$ cat src/rtl/spi_reg_bridge_if.sv
// spi_reg_bridge_if: byte stream from the SPI slave plus the register bus.
// slave = bridge side, master = SPI slave / register file side.
interface spi_reg_bridge_if #(
    parameter int DWIDTH = 8,
    parameter int AWIDTH = DWIDTH - 1
);
    logic              ss;
    logic [DWIDTH-1:0] rx_buffer;
    logic              rx_dv;
    logic [DWIDTH-1:0] tx_buffer;
    logic              wr;
    logic              tx_halt;
    logic [AWIDTH-1:0] reg_addr;
    logic [DWIDTH-1:0] reg_wdata;
    logic              reg_we;
    logic              reg_re;
    logic [DWIDTH-1:0] reg_rdata;
    logic              busy;

    modport slave (
        input  ss,
        input  rx_buffer,
        input  rx_dv,
        input  tx_halt,
        input  reg_rdata,
        output tx_buffer,
        output wr,
        output reg_addr,
        output reg_wdata,
        output reg_we,
        output reg_re,
        output busy
    );

    modport master (
        output ss,
        output rx_buffer,
        output rx_dv,
        output tx_halt,
        output reg_rdata,
        input  tx_buffer,
        input  wr,
        input  reg_addr,
        input  reg_wdata,
        input  reg_we,
        input  reg_re,
        input  busy
    );
endinterface

$ cat src/rtl/spi_reg_bridge.sv
// spi_reg_bridge: command/auto-increment register access over SPI bytes.
// Optional macro SPI_REG_BRIDGE_ECHO_EN: echo written bytes back on MISO.
module spi_reg_bridge #(
    parameter int DWIDTH = 8,
    parameter int AWIDTH = DWIDTH - 1,
    parameter int NREGS  = 16
) (
    input  logic            clk,
    input  logic            rst,
    spi_reg_bridge_if.slave bus
);

    typedef enum logic [2:0] {
        S_IDLE,
        S_CMD,
        S_WRITE,
        S_FETCH,
        S_CAPT,
        S_LOAD,
        S_RDWAIT
    } state_t;

    localparam logic [AWIDTH:0]   LP_NREGS = (AWIDTH + 1)'(NREGS);
    localparam logic [AWIDTH-1:0] LP_LAST  = AWIDTH'(NREGS - 1);

    state_t            r_state;
    state_t            w_state;
    logic              r_ss_meta;
    logic              r_ss_n_s;
    logic [AWIDTH-1:0] r_addr;
    logic [AWIDTH-1:0] w_addr;
    logic              r_wmode;
    logic              w_wmode;
    logic              r_pend;
    logic              w_pend;
    logic [DWIDTH-1:0] r_tx;
    logic [DWIDTH-1:0] w_tx;
    logic              r_wr;
    logic              w_wr;
    logic [AWIDTH-1:0] r_raddr;
    logic [AWIDTH-1:0] w_raddr;
    logic [DWIDTH-1:0] r_wdata;
    logic [DWIDTH-1:0] w_wdata;
    logic              r_we;
    logic              w_we;
    logic              r_re;
    logic              w_re;

    logic [AWIDTH-1:0] w_addr_inc;
    logic [AWIDTH-1:0] w_cmd_addr;
    logic              w_inr;
    logic              w_inr_inc;
    logic              w_inr_cmd;

    function automatic logic f_inr(input logic [AWIDTH-1:0] a);
        return {1'b0, a} < LP_NREGS;
    endfunction

    assign w_addr_inc = (r_addr == LP_LAST) ? '0 : r_addr + AWIDTH'(1);
    assign w_cmd_addr = bus.rx_buffer[AWIDTH-1:0];
    assign w_inr      = f_inr(r_addr);
    assign w_inr_inc  = f_inr(w_addr_inc);
    assign w_inr_cmd  = f_inr(w_cmd_addr);

    // Two-stage synchronizer for the raw chip select; idles high.
    always_ff @(posedge clk or posedge rst) begin
        if (rst) begin
            r_ss_meta <= 1'b1;
            r_ss_n_s  <= 1'b1;
        end else begin
            r_ss_meta <= bus.ss;
            r_ss_n_s  <= r_ss_meta;
        end
    end

    // State and registered outputs.
    always_ff @(posedge clk or posedge rst) begin
        if (rst) begin
            r_state <= S_IDLE;
            r_addr  <= '0;
            r_wmode <= 1'b0;
            r_pend  <= 1'b0;
            r_tx    <= '0;
            r_wr    <= 1'b0;
            r_raddr <= '0;
            r_wdata <= '0;
            r_we    <= 1'b0;
            r_re    <= 1'b0;
        end else begin
            r_state <= w_state;
            r_addr  <= w_addr;
            r_wmode <= w_wmode;
            r_pend  <= w_pend;
            r_tx    <= w_tx;
            r_wr    <= w_wr;
            r_raddr <= w_raddr;
            r_wdata <= w_wdata;
            r_we    <= w_we;
            r_re    <= w_re;
        end
    end

    // Next-state and next-output decode; a released chip select wins.
    always_comb begin
        w_state = r_state;
        w_addr  = r_addr;
        w_wmode = r_wmode;
        w_pend  = r_pend;
        w_tx    = r_tx;
        w_wr    = r_wr;
        w_raddr = r_raddr;
        w_wdata = r_wdata;
        w_we    = 1'b0;
        w_re    = 1'b0;
        if (r_ss_n_s) begin
            w_state = S_IDLE;
            w_wr    = 1'b0;
            w_pend  = 1'b0;
        end else begin
            unique case (r_state)
                S_IDLE: begin
                    w_state = S_CMD;
                end
                S_CMD: begin
                    if (bus.rx_dv) begin
                        w_addr  = w_cmd_addr;
                        w_wmode = bus.rx_buffer[DWIDTH-1];
                        if (bus.rx_buffer[DWIDTH-1]) begin
                            w_state = S_WRITE;
                        end else begin
                            w_state = S_FETCH;
                            w_re    = w_inr_cmd;
                            if (w_inr_cmd) w_raddr = w_cmd_addr;
                        end
                    end
                end
                S_WRITE: begin
                    if (bus.rx_dv) begin
                        w_we   = w_inr;
                        w_addr = w_addr_inc;
                        if (w_inr) begin
                            w_raddr = r_addr;
                            w_wdata = bus.rx_buffer;
                        end
`ifdef SPI_REG_BRIDGE_ECHO_EN
                        w_tx    = bus.rx_buffer;
                        w_wr    = 1'b1;
                        w_state = S_LOAD;
`endif
                    end
                end
                S_FETCH: begin
                    w_state = S_CAPT;
                    if (bus.rx_dv) w_pend = 1'b1;
                end
                S_CAPT: begin
                    w_tx    = w_inr ? bus.reg_rdata : '0;
                    w_wr    = 1'b1;
                    w_state = S_LOAD;
                    if (bus.rx_dv) w_pend = 1'b1;
                end
                S_LOAD: begin
                    if (r_wmode) begin
                        // echo path: a new write byte reloads the echo
                        if (bus.rx_dv) begin
                            w_we   = w_inr;
                            w_addr = w_addr_inc;
                            if (w_inr) begin
                                w_raddr = r_addr;
                                w_wdata = bus.rx_buffer;
                            end
                            w_tx = bus.rx_buffer;
                            w_wr = 1'b1;
                        end else if (!bus.tx_halt) begin
                            w_wr    = 1'b0;
                            w_state = S_WRITE;
                        end
                    end else if (!bus.tx_halt) begin
                        w_wr   = 1'b0;
                        w_addr = w_addr_inc;
                        if (bus.rx_dv || r_pend) begin
                            w_pend  = 1'b0;
                            w_state = S_FETCH;
                            w_re    = w_inr_inc;
                            if (w_inr_inc) w_raddr = w_addr_inc;
                        end else begin
                            w_state = S_RDWAIT;
                        end
                    end else if (bus.rx_dv) begin
                        w_pend = 1'b1;
                    end
                end
                S_RDWAIT: begin
                    if (bus.rx_dv) begin
                        w_state = S_FETCH;
                        w_re    = w_inr;
                        if (w_inr) w_raddr = r_addr;
                    end
                end
                default: begin
                    w_state = S_IDLE;
                end
            endcase
        end
    end

    assign bus.tx_buffer = r_tx;
    assign bus.wr        = r_wr;
    assign bus.reg_addr  = r_raddr;
    assign bus.reg_wdata = r_wdata;
    assign bus.reg_we    = r_we;
    assign bus.reg_re    = r_re;
    assign bus.busy      = (r_state != S_IDLE) && !r_ss_n_s;

endmodule

$ cat src/flat_wrapper.sv
// flat-port wrapper written by rule: the top's interface ports become plain ports
module spi_reg_bridge_flat 
#(
    parameter int DWIDTH = 8,
    parameter int AWIDTH = DWIDTH - 1,
    parameter int NREGS  = 16
)
  (clk, rst, bus_ss, bus_rx_buffer, bus_rx_dv, bus_tx_halt, bus_reg_rdata, bus_tx_buffer, bus_wr, bus_reg_addr, bus_reg_wdata, bus_reg_we, bus_reg_re, bus_busy);
  spi_reg_bridge_if #(.DWIDTH(DWIDTH), .AWIDTH(AWIDTH)) bus_i ();
  input  logic clk;
  input  logic rst;
  input wire logic [$bits(bus_i.ss)-1:0] bus_ss;
  input wire logic [$bits(bus_i.rx_buffer)-1:0] bus_rx_buffer;
  input wire logic [$bits(bus_i.rx_dv)-1:0] bus_rx_dv;
  input wire logic [$bits(bus_i.tx_halt)-1:0] bus_tx_halt;
  input wire logic [$bits(bus_i.reg_rdata)-1:0] bus_reg_rdata;
  output wire logic [$bits(bus_i.tx_buffer)-1:0] bus_tx_buffer;
  output wire logic [$bits(bus_i.wr)-1:0] bus_wr;
  output wire logic [$bits(bus_i.reg_addr)-1:0] bus_reg_addr;
  output wire logic [$bits(bus_i.reg_wdata)-1:0] bus_reg_wdata;
  output wire logic [$bits(bus_i.reg_we)-1:0] bus_reg_we;
  output wire logic [$bits(bus_i.reg_re)-1:0] bus_reg_re;
  output wire logic [$bits(bus_i.busy)-1:0] bus_busy;
  assign bus_i.ss = bus_ss;
  assign bus_i.rx_buffer = bus_rx_buffer;
  assign bus_i.rx_dv = bus_rx_dv;
  assign bus_i.tx_halt = bus_tx_halt;
  assign bus_i.reg_rdata = bus_reg_rdata;
  assign bus_tx_buffer = bus_i.tx_buffer;
  assign bus_wr = bus_i.wr;
  assign bus_reg_addr = bus_i.reg_addr;
  assign bus_reg_wdata = bus_i.reg_wdata;
  assign bus_reg_we = bus_i.reg_we;
  assign bus_reg_re = bus_i.reg_re;
  assign bus_busy = bus_i.busy;
  spi_reg_bridge #(.DWIDTH(DWIDTH), .AWIDTH(AWIDTH), .NREGS(NREGS)) u_core (.clk(clk), .rst(rst), .bus(bus_i));
endmodule
$ cat config.mk
export PLATFORM = sky130hd
export DESIGN_NAME = spi_reg_bridge_flat
export DESIGN_NICKNAME = d
export VERILOG_FILES = /design/src/rtl/spi_reg_bridge_if.sv /design/src/rtl/spi_reg_bridge.sv /design/src/flat_wrapper.sv
export SDC_FILE = /design/constraint.sdc
export NUM_CORES = 1
export LEC_CHECK = 0
export BUFFER_PORTS_ARGS = -buffer_cell sky130_fd_sc_hd__clkbuf_2
export CORE_ASPECT_RATIO = 1.5
export CORE_MARGIN = 1
export CORE_UTILIZATION = 50
export DETAILED_ROUTE_END_ITERATION = 16
export PLACE_DENSITY = 0.73
export SLEW_MARGIN = 20
export SYNTH_ARGS = -nofsm -noshare
export SYNTH_HDL_FRONTEND = slang
export SYNTH_SLANG_ARGS = --single-unit
$ cat constraint.sdc
create_clock -name clk -period 2.09 [get_ports clk]
set_clock_uncertainty 0.1 [all_clocks]
set_input_delay 0 -clock clk [delete_from_list [all_inputs] [get_ports clk]]
set_output_delay 0 -clock clk [all_outputs]
set_load 0.02 [all_outputs]
==> results.yml, run 1 <==
place:
  placedCellCount: 421
  routabilityCongestion: 0.915
  pre_cts_slack_ns: -0.0279
  dp_hpwl_um: 5550
  io_buffers: 47
hold_path:
  hold_class: "in -> reg"
  holdPathStages: 3
global_routing:
  grt.overflow.total: 0
  antenna_found_initial: 0
  grt_start_max_net_pins: 41
  grt_pass1_wl_um: 12500
  first_global_vias: 2647
  grt_usage_pct: 31.0
synthesis:
  synth_area_leaders: "dfrtp_1, nand2_1, o21ai_0"
  synth_top_cell_by_area: "dfrtp_1"
  async_flop_share_pct: 100
  syn-num-nets: 322
  synth_area_per_cell_um2: 8.71
  synthTopCellsByCount: "dfrtp_1, nand2_1, nor2_1, o21ai_0, a21oi_1"
  synthFlopType: "dfrtp_1"
  ys_ff_latch: 40
  syn_area_um2: 2560
  yosysSeqAreaShare_pct: 39.2
  netlist.area_leader.share_pct: 37.1
  synth.distinct_cells: 55
  syn-instance-count: 294
  synth_most_common_cell: "dfrtp_1"
  yosys_warnings: 0
  synth_edf_count: 0
clocking:
  cts_root_buffer: "clkbuf_8"
  cts_tree: "done"
  clkLatencyLatePin_ns: 0.30
  ctsHtreeMaxLevel: 2
  cts_buffer_depth: 2
  clkSinkCount: 40
  clk_pin_slew_ns: 0.09
  numCtsBuffers: 5
die:
  ios: 48
  die_x_um: 60.4
  dieArea_um2: 5420
  die-height_um: 89.6
  rows: 31
  core_um2: 4890
  initial_core_util_pct: 52.4
setup_path:
  ff2ff_path_depth: 8
  endpoint_kind: "register"
  slowest_delay_ns: 0.37
  slowest_stage: "dfrtp_1"
  path_max_fanout: 11
  critPathKind: "reg -> reg"
  required_ns: 2.17
  cp_data_arrival_time_ns: 2.15
  worstPathCellList: "inv_1, ha_4, and3b_2, a221oi_2, o211ai_2, buf_4, o21bai_2, o2bb2ai_1"
  start_kind: "register"
route:
  wire_per_inst_um: 17.4
  postRouteAntennaNets: 0
  wirelength_um: 7880
  first_pass_iters: 5
  via_per_inst: 5.93
  route.vias.total: 2688
  drc: 0
  drtIter0Drc: 228
flow_run:
  cap_viol_max_count: 0
layout:
  antenna_cells: 0
  layout-drive-gt1-share_pct: 32.8
  syn2layout_area_growth_pct: 33.2
  fillers: 393
  instances_no_fill: 453
  finalNetCount: 414
sta:
  hold_ws_ns: 0.0324
  setup_slack_ns: 0.0170
  tns_ns: 0
  fin_crit_sh_pct: 99.2
  slew_violations: 0
  maxSlewHeadroom_pct: 66.7
  max_clock_freq_mhz: 482
  setup_viol: 0
  finalHoldViolCount: 0
  tightest_slew_ns: 0.500
  period_needed_ns: 2.07
run_status:
  status: "completed"
power_and_ir_drop:
  leakagePower_nw: 1.54
  p_per_area_nw_per_um2: 1290
  ir_drop_mv: 0.742
-- layout make-up --
class | instances | area, µm² | area share, %
clock buffers | 6 | 72.6 | 2.13
clock inverters | 2 | 12.5 | 0.367
inverters | 15 | 56.3 | 1.65
multi-input cells | 219 | 1460 | 42.8
flip-flops and latches | 40 | 1000 | 29.5
well taps | 66 | 82.6 | 2.42
repair buffers | 105 | 723 | 21.2
-- cell families (layout without fill, tap and decap cells) --
group / Yosys count / after routing / share of synthesized area (%)
flops: 40 / 40 / 39.2
compound gates: 92 / 92 / 23.9
buf+inv: 35 / 128 / 5.72
fa+ha+maj: 7 / 7 / 3.42
mux: 16 / 16 / 6.65
simple gates: 101 / 101 / 20.1
xor+xnor: 3 / 3 / 1.03
-- metrics by stage --
stage               power [mW]  area, µm²  util [%]
finish                    4.42       3410      69.8
global route              4.72       3410      69.8
CTS                       4.25       3340      68.4
detailed placement        3.64       3040      62.3
global placement          3.61       3040      62.3
floorplan                 2.83       2560         -
-- path summary, 6_finish.rpt --
path | startpoint | end | slack (ns)
hold reg to reg | u_core.r_ss_meta$_DFF_PP1_ | u_core.r_ss_n_s$_DFF_PP1_ | 0.26
setup / recovery | u_core.r_state[1]$_DFFE_PP0P_ | u_core.bus.reg_addr[5]$_DFFE_PP0P_ | 0.02
max in group asynchronous | rst | u_core.r_addr[1]$_DFFE_PP0P_ | 1.26
min in group asynchronous | rst | u_core.r_state[1]$_DFFE_PP0P_ | 0.25
setup reg to reg | u_core.r_state[1]$_DFFE_PP0P_ | u_core.bus.reg_addr[5]$_DFFE_PP0P_ | 0.02
hold / removal | bus_tx_halt | u_core.bus.wr$_DFFE_PP0P_ | 0.03
-- sequential cells by signal, summed over array words and instances (netlist names) --
register              count
u_core.r_ss_meta          1
u_core.bus.reg_we         1
u_core.r_wmode            1
u_core.r_addr             7
u_core.bus.reg_re         1
u_core.bus.tx_buffer      8
u_core.r_state            3
u_core.r_ss_n_s           1
u_core.bus.reg_wdata      8
u_core.bus.reg_addr       7
u_core.bus.wr             1
u_core.r_pend             1
-- report_power, final --
group          internal [mW]  switching, mW
sequential              1.08          0.284
combinational           1.09           1.44
clock                  0.234          0.291
-- cell usage in the layout (no fill, tap or decap), types with 3 or more instances in the layout --
| cell type | synthesis | final |
|---|---|---|
| nor3_2 | 3 | 3 |
| a31oi_1 | 12 | 12 |
| xnor2_1 | 3 | 3 |
| clkbuf_2 | 0 | 47 |
| nor3_1 | 4 | 4 |
| or3_1 | 3 | 3 |
| o211ai_1 | 3 | 3 |
| a32oi_1 | 5 | 5 |
| a21oi_1 | 19 | 19 |
| nor2_1 | 26 | 26 |
| dfrtp_1 | 38 | 37 |
| o21ai_1 | 1 | 4 |
| ha_1 | 7 | 4 |
| mux2i_1 | 8 | 8 |
| clkbuf_8 | 0 | 5 |
| mux2_2 | 8 | 8 |
| nand2_1 | 33 | 33 |
| and2_1 | 4 | 3 |
| dlygate4sd3_1 | 0 | 18 |
| buf_4 | 0 | 38 |
| inv_1 | 15 | 14 |
| o21ai_0 | 24 | 21 |
| a211oi_1 | 3 | 3 |
| nand3_1 | 11 | 11 |
-- critical path, delay by kind of cell, from the launching register on --
kind | cells | cell delay, ns
and+or+nand+nor | 1 | 0.25
adders and majority gates | 1 | 0.20
AOI/OAI and AO/OA | 4 | 0.77
buffers and inverters | 2 | 0.26
DFF | 1 | 0.37
-- per-layer routing --
layer,share of wire [%],GRT usage [%],vias up
li1,-,-,1255
met1,38,36.1,1289
met2,53,55.3,114
met3,4.6,4.44,30
met4,3.7,13.8,0
met5,0,0,-
-- what timing repair did --
| action | in CTS | in global routing |
|---|---|---|
| gates resized for setup | 3 | 17 |
| pin swaps | 1 | 2 |
| hold buffers | 18 | 0 |
| setup endpoints to repair | 6 | 30 |
| endpoints found under the hold margin | 59 | 0 |
| setup buffers | 4 | 3 |
Power figures use the tool's default switching activity.
==> inputs of run 2 (changes only) <==
--- a/config.mk
+++ b/config.mk
@@ -8,9 +8,10 @@
 export BUFFER_PORTS_ARGS = -buffer_cell sky130_fd_sc_hd__clkbuf_2
 export CORE_ASPECT_RATIO = 1.5
 export CORE_MARGIN = 1
-export CORE_UTILIZATION = 50
+export CORE_UTILIZATION = 52
+export CTS_BUF_LIST = sky130_fd_sc_hd__clkbuf_2 sky130_fd_sc_hd__clkbuf_4 sky130_fd_sc_hd__clkbuf_8
 export DETAILED_ROUTE_END_ITERATION = 16
-export PLACE_DENSITY = 0.73
+export PLACE_DENSITY = 0.75
 export SLEW_MARGIN = 20
 export SYNTH_ARGS = -nofsm -noshare
 export SYNTH_HDL_FRONTEND = slang
==> run 2 against run 1 <==
Compared with the run above: critical endpoint is now u_core.bus.reg_addr[4]$_DFFE_PP0P_; sequential cell count is the same; highest routed layer unchanged; via count is 0.41% higher; final cell count decreased by 1.3%; maximum frequency is 1.1% higher; largest cell class unchanged.
==> results.yml, run 2 (synthesis gave the netlist of run 1 again) <==
run_status:
  status: "completed"
place:
  placedCellCount: 418
  routabilityCongestion: 0.951
  dp_hpwl_um: 5470
  io_buffers: 47
  pre_cts_slack_ns: -0.00693
setup_path:
  reg2reg_setup_slack_ns: 0.05
  endpoint_kind: "register"
  start_kind: "input pin"
  r2r_end: "u_core.bus.reg_wdata[6]$_DFFE_PP0P_"
  critPathKind: "in -> reg"
  rr_startpoint: "u_core.r_addr[5]$_DFFE_PP0P_"
  ff2ff_path_depth: 5
  cp_data_arrival_time_ns: 2.15
  required_ns: 2.19
  path_max_fanout: 8
route:
  postRouteAntennaNets: 0
  drtIter0Drc: 232
  drc: 0
  route.vias.total: 2699
  wire_per_inst_um: 17.8
  wirelength_um: 7940
  first_pass_iters: 6
  via_per_inst: 6.04
power_and_ir_drop:
  power_frac_seq_pct: 31.0
  p_per_area_nw_per_um2: 1290
  pwr-share-comb_pct: 56.9
  p_int_mw: 2.38
  power.switching_mw: 2.03
  leakagePower_nw: 1.52
  pwr-share-clk_pct: 12.2
  p_sw_share_pct: 46.1
  ir_drop_mv: 0.811
  power_mw: 4.41
clocking:
  cts_buffer_depth: 2
  clkSinkCount: 40
  cts_tree: "done"
  ctsHtreeMaxLevel: 2
  clk_pin_slew_ns: 0.08
  numCtsBuffers: 5
  cts_root_buffer: "clkbuf_8"
  clkLatencyLatePin_ns: 0.30
layout:
  antenna_cells: 0
  instances_no_fill: 447
  finalNetCount: 410
  fillers: 367
  layout-drive-gt1-share_pct: 32.1
  final_util_pct: 74.1
  final_cell_mix: "clkbuf_2, dfrtp_1, buf_4, nand2_1, nor2_1"
  syn2layout_area_growth_pct: 33.6
  mostFrequentLayoutCell: "clkbuf_2"
global_routing:
  grt_start_max_net_pins: 41
  antenna_found_initial: 0
  grt_pass1_wl_um: 12500
  first_global_vias: 2656
  grt_usage_pct: 32.3
  grt.overflow.total: 0
die:
  rows: 30
  die_x_um: 59.3
  dieArea_um2: 5210
  core_um2: 4620
  initial_core_util_pct: 55.4
  ios: 48
  die-height_um: 87.9
sta:
  finalHoldViolCount: 0
  max_clock_freq_mhz: 488
  tightest_slew_ns: 0.525
  maxSlewHeadroom_pct: 65.0
  hold_ws_ns: 0.229
  period_needed_ns: 2.05
  slew_violations: 0
  fin_crit_sh_pct: 98.1
  setup_slack_ns: 0.0395
  setup_viol: 0
flow_run:
  cap_viol_max_count: 0
hold_path:
  holdPathStages: 2
  min_from: "bus_ss"
  min_to: "u_core.r_ss_meta$_DFF_PP1_"
  hold_class: "in -> reg"
run 2: critical path: stages:
cell and delay, ns:
dlygate4sd3_1 0.54, clkbuf_2 0.18, or4_4 0.56, a221oi_2 0.30
o211ai_4 0.18, buf_4 0.18, a21o_2 0.21
run 2: worst max-delay path by stage:
stage | startpoint | endpoint | slack [ns] | depth (start not counted)
final | bus_rx_buffer[5] | u_core.bus.reg_addr[4]$_DFFE_PP0P_ | 0.04 | 7
after global routing | u_core.r_state[1]$_DFFE_PP0P_ | u_core.r_addr[5]$_DFFE_PP0P_ | -0.04 | 8
after CTS | u_core.r_state[0]$_DFFE_PP0P_ | u_core.r_addr[0]$_DFFE_PP0P_ | 0.01 | 9
after detailed placement | u_core.r_state[1]$_DFFE_PP0P_ | u_core.bus.reg_addr[2]$_DFFE_PP0P_ | -0.007 | 7
after global placement | u_core.r_state[0]$_DFFE_PP0P_ | u_core.r_addr[0]$_DFFE_PP0P_ | 0.07 | 9
after floorplan | u_core.r_state[1]$_DFFE_PP0P_ | u_core.bus.reg_addr[2]$_DFFE_PP0P_ | 0.02 | 8
run 2: per-stage QoR:
| step | area (µm²) | setup TNS [ns] |
|---|---|---|
| floorplan | 2560 | 0 |
| global placement | 3030 | 0 |
| detailed placement | 3030 | -0.0133 |
| CTS | 3330 | 0 |
| global route | 3420 | -0.0635 |
| finish | 3420 | 0 |
run 2: metal layers:
layer / up-vias / track usage (%) / share of wire (%)
li1: 1242 / - / -
met1: 1288 / 36.2 / 37
met2: 133 / 55.9 / 53
met3: 36 / 5.91 / 6.1
met5: - / 0 / 0
met4: 0 / 18.6 / 4.2
run 2: repair_timing:
item / 4_1_cts / 5_1_grt
hold endpoints to repair: 63 / 0
gates cloned: 0 / 0
setup endpoints to repair: 12 / 24
gates resized for setup: 3 / 18
hold buffers: 20 / 0
buffers inserted: 0 / 1
pin swaps: 0 / 5
run 2: final cells by class:
| class | instances | area [µm²] | area share, % |
|---|---|---|---|
| tap | 64 | 80.1 | 2.34 |
| timing repair buffer | 101 | 694 | 20.3 |
| clock inverter | 2 | 12.5 | 0.366 |
| clock buffer | 6 | 76.3 | 2.23 |
| inverter | 15 | 56.3 | 1.65 |
| sequential | 40 | 1000 | 29.3 |
| multi-input combinational | 219 | 1500 | 43.8 |
run 2: power by group through the flow:
stage	Sequential, mW	Combinational, mW	Clock, mW
2_1_floorplan	1.51	1.33	0
3_3_place_gp	1.34	2.27	0
3_5_place_dp	1.36	2.31	0
4_1_cts	1.34	2.36	0.545
5_1_grt	1.39	2.72	0.584
6_report	1.37	2.51	0.537
